`src/rtl/seg7_scan_driver.sv`:
```
// seg7_scan_driver: time-multiplexed driver for an N-digit common-anode
// seven-segment display. A single shared decoder is fed from a load-strobed
// shadow copy of the display value. Digits are scanned at a programmable
// refresh rate. Supports hex glyphs, per-digit blanking and blinking,
// leading-zero suppression and decimal points.
//
// Load interface: load is a single-cycle strobe with no back-pressure. Every
// cycle with load=1 captures digits_in, dp_in, blank_mask, blink_mask,
// hex_mode and lz_en into the shadow. Outside a load those inputs are ignored.
// The new value reaches the pins one cycle after capture.
module seg7_scan_driver #(
  parameter int NUM_DIGITS   = 4,
  parameter int REFRESH_DIV  = 100000,
  parameter int BLINK_FRAMES = 64
) (
  input  logic                    clk,
  input  logic                    rst,
  input  logic                    load,
  input  logic [4*NUM_DIGITS-1:0] digits_in,
  input  logic [NUM_DIGITS-1:0]   dp_in,
  input  logic [NUM_DIGITS-1:0]   blank_mask,
  input  logic [NUM_DIGITS-1:0]   blink_mask,
  input  logic                    hex_mode,
  input  logic                    lz_en,
  output logic [NUM_DIGITS-1:0]   an,
  output logic [6:0]              seg,
  output logic                    dp
);

  localparam int CNT_W = (REFRESH_DIV > 1) ? $clog2(REFRESH_DIV) : 1;
  localparam int IDX_W = (NUM_DIGITS > 1) ? $clog2(NUM_DIGITS) : 1;
  localparam int BLK_W = (BLINK_FRAMES > 1) ? $clog2(BLINK_FRAMES) : 1;

  localparam logic [CNT_W-1:0] CNT_LAST = CNT_W'(REFRESH_DIV - 1);
  localparam logic [IDX_W-1:0] IDX_LAST = IDX_W'(NUM_DIGITS - 1);
  localparam logic [BLK_W-1:0] BLK_LAST = BLK_W'(BLINK_FRAMES - 1);

  // Scan state
  logic [CNT_W-1:0] refresh_cnt;
  logic [IDX_W-1:0] idx;
  logic [BLK_W-1:0] blink_cnt;
  logic             blink_phase;

  // Shadow copy of the display value
  logic [4*NUM_DIGITS-1:0] digits_q;
  logic [NUM_DIGITS-1:0]   dp_q;
  logic [NUM_DIGITS-1:0]   blank_q;
  logic [NUM_DIGITS-1:0]   blink_q;
  logic                    hex_q;
  logic                    lz_q;

  // Per-slot combinational view
  logic                  refresh_tc;
  logic                  frame_end;
  logic [NUM_DIGITS-1:0] suppress;
  logic [NUM_DIGITS-1:0] cur_sel;
  logic [3:0]            cur_nib;
  logic                  cur_dp;
  logic                  cur_dark;

  // Active-low {g,f,e,d,c,b,a} glyph for one nibble. Letters appear only in hex mode.
  function automatic logic [6:0] decode(input logic [3:0] nib, input logic hex);
    logic [6:0] s;
    s = 7'b1111111;
    case (nib)
      4'h0: s = 7'b1000000;
      4'h1: s = 7'b1111001;
      4'h2: s = 7'b0100100;
      4'h3: s = 7'b0110000;
      4'h4: s = 7'b0011001;
      4'h5: s = 7'b0010010;
      4'h6: s = 7'b0000010;
      4'h7: s = 7'b1111000;
      4'h8: s = 7'b0000000;
      4'h9: s = 7'b0010000;
      4'hA: s = hex ? 7'b0001000 : 7'b1111111;
      4'hB: s = hex ? 7'b0000011 : 7'b1111111;
      4'hC: s = hex ? 7'b1000110 : 7'b1111111;
      4'hD: s = hex ? 7'b0100001 : 7'b1111111;
      4'hE: s = hex ? 7'b0000110 : 7'b1111111;
      4'hF: s = hex ? 7'b0001110 : 7'b1111111;
    endcase
    return s;
  endfunction

  // Digit k>0 is suppressed when it and every higher nibble are zero.
  // Digit 0 is never suppressed.
  function automatic logic [NUM_DIGITS-1:0] lz_suppress(
    input logic [4*NUM_DIGITS-1:0] d,
    input logic                    en
  );
    logic [NUM_DIGITS-1:0] s;
    logic                  zero_run;
    s = '0;
    zero_run = 1'b1;
    for (int k = NUM_DIGITS - 1; k >= 1; k--) begin
      zero_run = zero_run & (d[4*k +: 4] == 4'd0);
      s[k] = en & zero_run;
    end
    return s;
  endfunction

  assign refresh_tc = (refresh_cnt == CNT_LAST);
  assign frame_end  = refresh_tc && (idx == IDX_LAST);

  // Leading-zero suppression over the whole shadow value
  always_comb begin
    suppress = lz_suppress(digits_q, lz_q);
  end

  // Select the active digit's nibble and dp, and work out whether its slot stays dark
  always_comb begin
    cur_nib  = 4'd0;
    cur_dp   = 1'b0;
    cur_dark = 1'b1;
    cur_sel  = '0;
    for (int k = 0; k < NUM_DIGITS; k++) begin
      if (idx == IDX_W'(k)) begin
        cur_nib    = digits_q[4*k +: 4];
        cur_dp     = dp_q[k];
        cur_dark   = blank_q[k] | (blink_q[k] & blink_phase) | suppress[k];
        cur_sel[k] = 1'b1;
      end
    end
  end

  // Refresh counter, scan index and blink timing; load never touches these
  always_ff @(posedge clk) begin
    if (rst) begin
      refresh_cnt <= '0;
      idx         <= '0;
      blink_cnt   <= '0;
      blink_phase <= 1'b0;
    end else begin
      if (refresh_tc) begin
        refresh_cnt <= '0;
        idx         <= (idx == IDX_LAST) ? '0 : idx + IDX_W'(1);
      end else begin
        refresh_cnt <= refresh_cnt + CNT_W'(1);
      end
      if (frame_end) begin
        if (blink_cnt == BLK_LAST) begin
          blink_cnt   <= '0;
          blink_phase <= ~blink_phase;
        end else begin
          blink_cnt <= blink_cnt + BLK_W'(1);
        end
      end
    end
  end

  // Shadow capture on the load strobe
  always_ff @(posedge clk) begin
    if (rst) begin
      digits_q <= '0;
      dp_q     <= '0;
      blank_q  <= '0;
      blink_q  <= '0;
      hex_q    <= 1'b0;
      lz_q     <= 1'b0;
    end else if (load) begin
      digits_q <= digits_in;
      dp_q     <= dp_in;
      blank_q  <= blank_mask;
      blink_q  <= blink_mask;
      hex_q    <= hex_mode;
      lz_q     <= lz_en;
    end
  end

  // Registered pin drivers; a dark slot leaves every anode and cathode off
  always_ff @(posedge clk) begin
    if (rst) begin
      an  <= '1;
      seg <= 7'b1111111;
      dp  <= 1'b1;
    end else if (cur_dark) begin
      an  <= '1;
      seg <= 7'b1111111;
      dp  <= 1'b1;
    end else begin
      an  <= ~cur_sel;
      seg <= decode(cur_nib, hex_q);
      dp  <= ~cur_dp;
    end
  end

endmodule
```
`config.mk`:
```
export PLATFORM = sky130hd
export DESIGN_NAME = seg7_scan_driver
export DESIGN_NICKNAME = d
export VERILOG_FILES = /design/src/rtl/seg7_scan_driver.sv
export SDC_FILE = /design/constraint.sdc
export NUM_CORES = 1
export LEC_CHECK = 0
export BUFFER_PORTS_ARGS = -buffer_cell sky130_fd_sc_hd__buf_4
export CORE_UTILIZATION = 61
export DETAILED_ROUTE_END_ITERATION = 6
export PLACE_DENSITY = 0.91
export SYNTH_ARGS = -nofsm -noshare
export SYNTH_HDL_FRONTEND = slang
export SYNTH_SLANG_ARGS = --single-unit
```
`constraint.sdc`:
```
create_clock -name clk -period 4.7 [get_ports clk]
set_input_delay 0.47 -clock clk [delete_from_list [all_inputs] [get_ports clk]]
set_output_delay 0.47 -clock clk [all_outputs]
set_load 0.1 [all_outputs]
```
==> flow_metrics.py <==
metrics = {
    "status": {
        "outcome": "finished, final reports clean",
    },
    "route": {
        "num_vias": 2535,
        "drc": 0,
        "firstDrtPassIters": 4,
        "totalWireLength_um": 6500,
        "met3WireLength_um": 356,
        "met1_length_um": 2820,
        "wl_per_cell_um": 14.5,
        "wl_met2_um": 3170,
        "drt_iter0_drc": 152,
        "avgViaCountPerCell": 5.65,
        "topRoutingLayerUsed": "met4",
        "antenna_left": 0,
    },
    "sta": {
        "setup_viol": 0,
        "worst_pin_slew_ns": 0.879,
        "hold_viol": 0,
        "period_needed_ns": 2.68,
        "rsz0062_at_grt": "no",
        "final_max_slew_viol_count": 0,
        "finalCritPeriodShare_pct": 57.0,
        "skew_ns": 0.00995,
        "setup_tns_ns": 0,
        "fin_ws_ns": 2.02,
        "fmax_mhz": 373,
        "slew_headroom_pct": 41.4,
    },
    "layout": {
        "instances_no_fill": 449,
        "multiInputGateArea_um2": 1670,
        "register_area_um2": 1360,
        "filler_cell_count": 337,
        "layout-drive-gt1-share_pct": 19.9,
        "diodes": 0,
        "fin_nets": 416,
        "area_growth_pct": 15.7,
    },
    "clocking": {
        "cts.reportedPaths.clkPinSlew_ns": 0.07,
        "postCtsResizedCells": 0,
        "cts_tree": "yes",
        "cts_buffer_depth": 2,
        "cts_buffers": 9,
        "clkLatencyLatePin_ns": 0.35,
        "cts.sinks": 68,
        "postCtsHoldBufs": 0,
        "cts-root-buf": "clkbuf_8",
        "postCtsSetupBuffers": 0,
        "h-tree-depth": 3,
    },
    "critical_path": {
        "critPathMaxFanout": 25,
        "critPathKind": "reg -> reg",
        "r2r_setup_slack_ns": 2.02,
        "r2r-start": "idx[0]",
        "r2r-end": "seg[2]",
        "critPathLaunch": "idx[0]",
        "reg2regPathDepth": 6,
        "end_kind": "flop",
        "cp_slowest_stage_delay_ns": 0.76,
        "worstPathRequired_ns": 4.94,
        "cp_slowest_cell": "ha_1",
        "arrival_ns": 2.92,
        "endpoint": "seg[2]",
        "startpoint_type": "flop",
        "path_cells": "ha_1 -> nor2_1 -> a311oi_1 -> a22oi_1 -> o221ai_1 -> nand2_1",
    },
    "power_and_ir_drop": {
        "finalPower_mw": 1.23,
        "pwr-share-comb_pct": 14.1,
        "irDropWorstVdd_v": 0.000250,
        "p_leak_nw": 1.50,
        "swShare_pct": 27.3,
        "power_frac_clock_pct": 35.8,
        "p_sw_uw": 336,
        "seqPwrFrac_pct": 50.1,
        "pwr_density_cell_nw_per_um2": 336,
        "internal_power_uw": 896,
    },
    "global_route": {
        "grt_overflow": 0,
        "grt_max_degree": 42,
        "grt_pass1_vias": 2457,
        "grt_usage_pct": 26.5,
        "grt_pass1_wl_um": 10800,
        "antenna_found_initial": 0,
    },
    "placed_design": {
        "dp_hpwl_um": 4630,
        "place_ws_ns": 2.13,
        "gp_congestion": 0.852,
        "dp.cells": 433,
        "portBuffers": 44,
    },
    "synth": {
        "ys_seq_area_share_pct": 43.0,
        "synthCells": 340,
        "synthArstFlopShare_pct": 0,
        "ys_ff_latch": 68,
        "syn_nets": 379,
        "yosysWarnings": 0,
        "synthFlopType": "dfxtp_1",
        "synth.distinct_cells": 55,
        "synth_area_per_cell_um2": 9.31,
        "synth_area_um2": 3160,
        "synth_edf_count": 0,
    },
    "floorplanning": {
        "die_h_um": 74.0,
        "num_rows": 25,
        "start_util_pct": 65.3,
        "ios": 45,
        "die_w_um": 74.0,
        "dieArea_um2": 5480,
        "core_area_um2": 4850,
    },
    "worst_hold_path": {
        "min_path_type": "in -> reg",
    },
    "job": {
        "max_cap_viol_count": 0,
    },
}
-- critical path: cells and delay by family, from the launching register on --
family / cells / cell delay (ns)
AO/OA/AOI/OAI: 3 / 1.10
adder cells (fa/ha/maj): 1 / 0.76
flip-flops: 1 / 0.39
AND/OR/NAND/NOR: 2 / 0.32
-- cells in the mapped netlist (7+ instances only) --
master | instances | area (µm²)
a21oi_1 | 14 | 70.1
clkbuf_1 | 7 | 26.3
dfxtp_1 | 68 | 1360
inv_1 | 8 | 30.0
mux2i_1 | 31 | 310
nand2_1 | 24 | 90.1
nand3_1 | 10 | 50.1
nand4_1 | 7 | 43.8
nor2_1 | 61 | 229
xnor2_1 | 7 | 61.3
xor2_1 | 13 | 114
-- sequential cells by signal (all words and copies together) (netlist names) --
signal / cells
digits_q: 16
blink_q: 4
an: 4
seg: 7
lz_q: 1
hex_q: 1
refresh_cnt: 17
idx: 2
blank_q: 4
dp: 1
blink_cnt: 6
dp_q: 4
blink_phase: 1
-- stage by stage --
stage,utilization [%],area [µm²],hold WS [ns]
6_report,75.5,3660,0.354
4_1_cts,75.5,3660,0.347
3_5_place_dp,71.7,3470,0.441
5_1_grt,75.5,3660,0.360
2_1_floorplan,-,3160,0.418
3_3_place_gp,71.7,3470,0.432
-- how the worst min path moves through the flow --
stage                               from        endpoint  slack, ns  cells past startpoint
after floorplan           refresh_cnt[0]  refresh_cnt[0]       0.42                      1
after detailed placement  refresh_cnt[0]  refresh_cnt[0]       0.44                      1
after CTS                          lz_en            lz_q       0.35                      3
after global placement    refresh_cnt[0]  refresh_cnt[0]       0.43                      1
after global routing       digits_in[15]    digits_q[15]       0.36                      3
final                      blink_mask[1]      blink_q[1]       0.35                      3
-- power by group through the flow --
stage	registers, mW	logic [mW]	clock network [mW]
final	0.617	0.174	0.441
after CTS	0.617	0.173	0.448
after detailed placement	0.630	0.172	0
after floorplan	0.678	0.0776	0
after global placement	0.629	0.168	0
after global routing	0.619	0.186	0.474
-- layout by cell type (no fill, tap or decap), drive strengths merged, types with 7 or more instances in the layout --
master  synthesis  final
clkbuf          7     12
nand3          10     10
xnor2           7      7
dfxtp          68     68
nor2           61     61
inv             8      8
mux2i          31     31
a21oi          14     14
buf            11     44
nand2          24     24
nand4           7      7
xor2           13     13
o21ai           9      9
-- metal layers --
metal | vias up | global-route usage, %
met5 | - | 0
met4 | 0 | 15.0
met2 | 75 | 44.3
li1 | 1267 | -
met1 | 1176 | 30.9
met3 | 17 | 6.64
-- area by class of cell --
type                            instances  area share, %
Clock inverter                          4          0.615
Inverter                                8          0.820
Clock buffer                           12           4.51
Multi-Input combinational cell        246           45.6
Tap cell                               67           2.29
Sequential cell                        68           37.2
Timing Repair Buffer                   44           9.02
-- kinds of logic after synthesis --
| group | after synthesis | synth area share (%) |
|---|---|---|
| flops | 68 | 43.0 |
| simple gates | 143 | 23.9 |
| compound gates | 45 | 10.8 |
| mux | 32 | 10.2 |
| xor+xnor | 20 | 5.54 |
| fa+ha+maj | 6 | 2.37 |
| buf+inv | 26 | 4.23 |
Power figures use the tool's default switching activity.
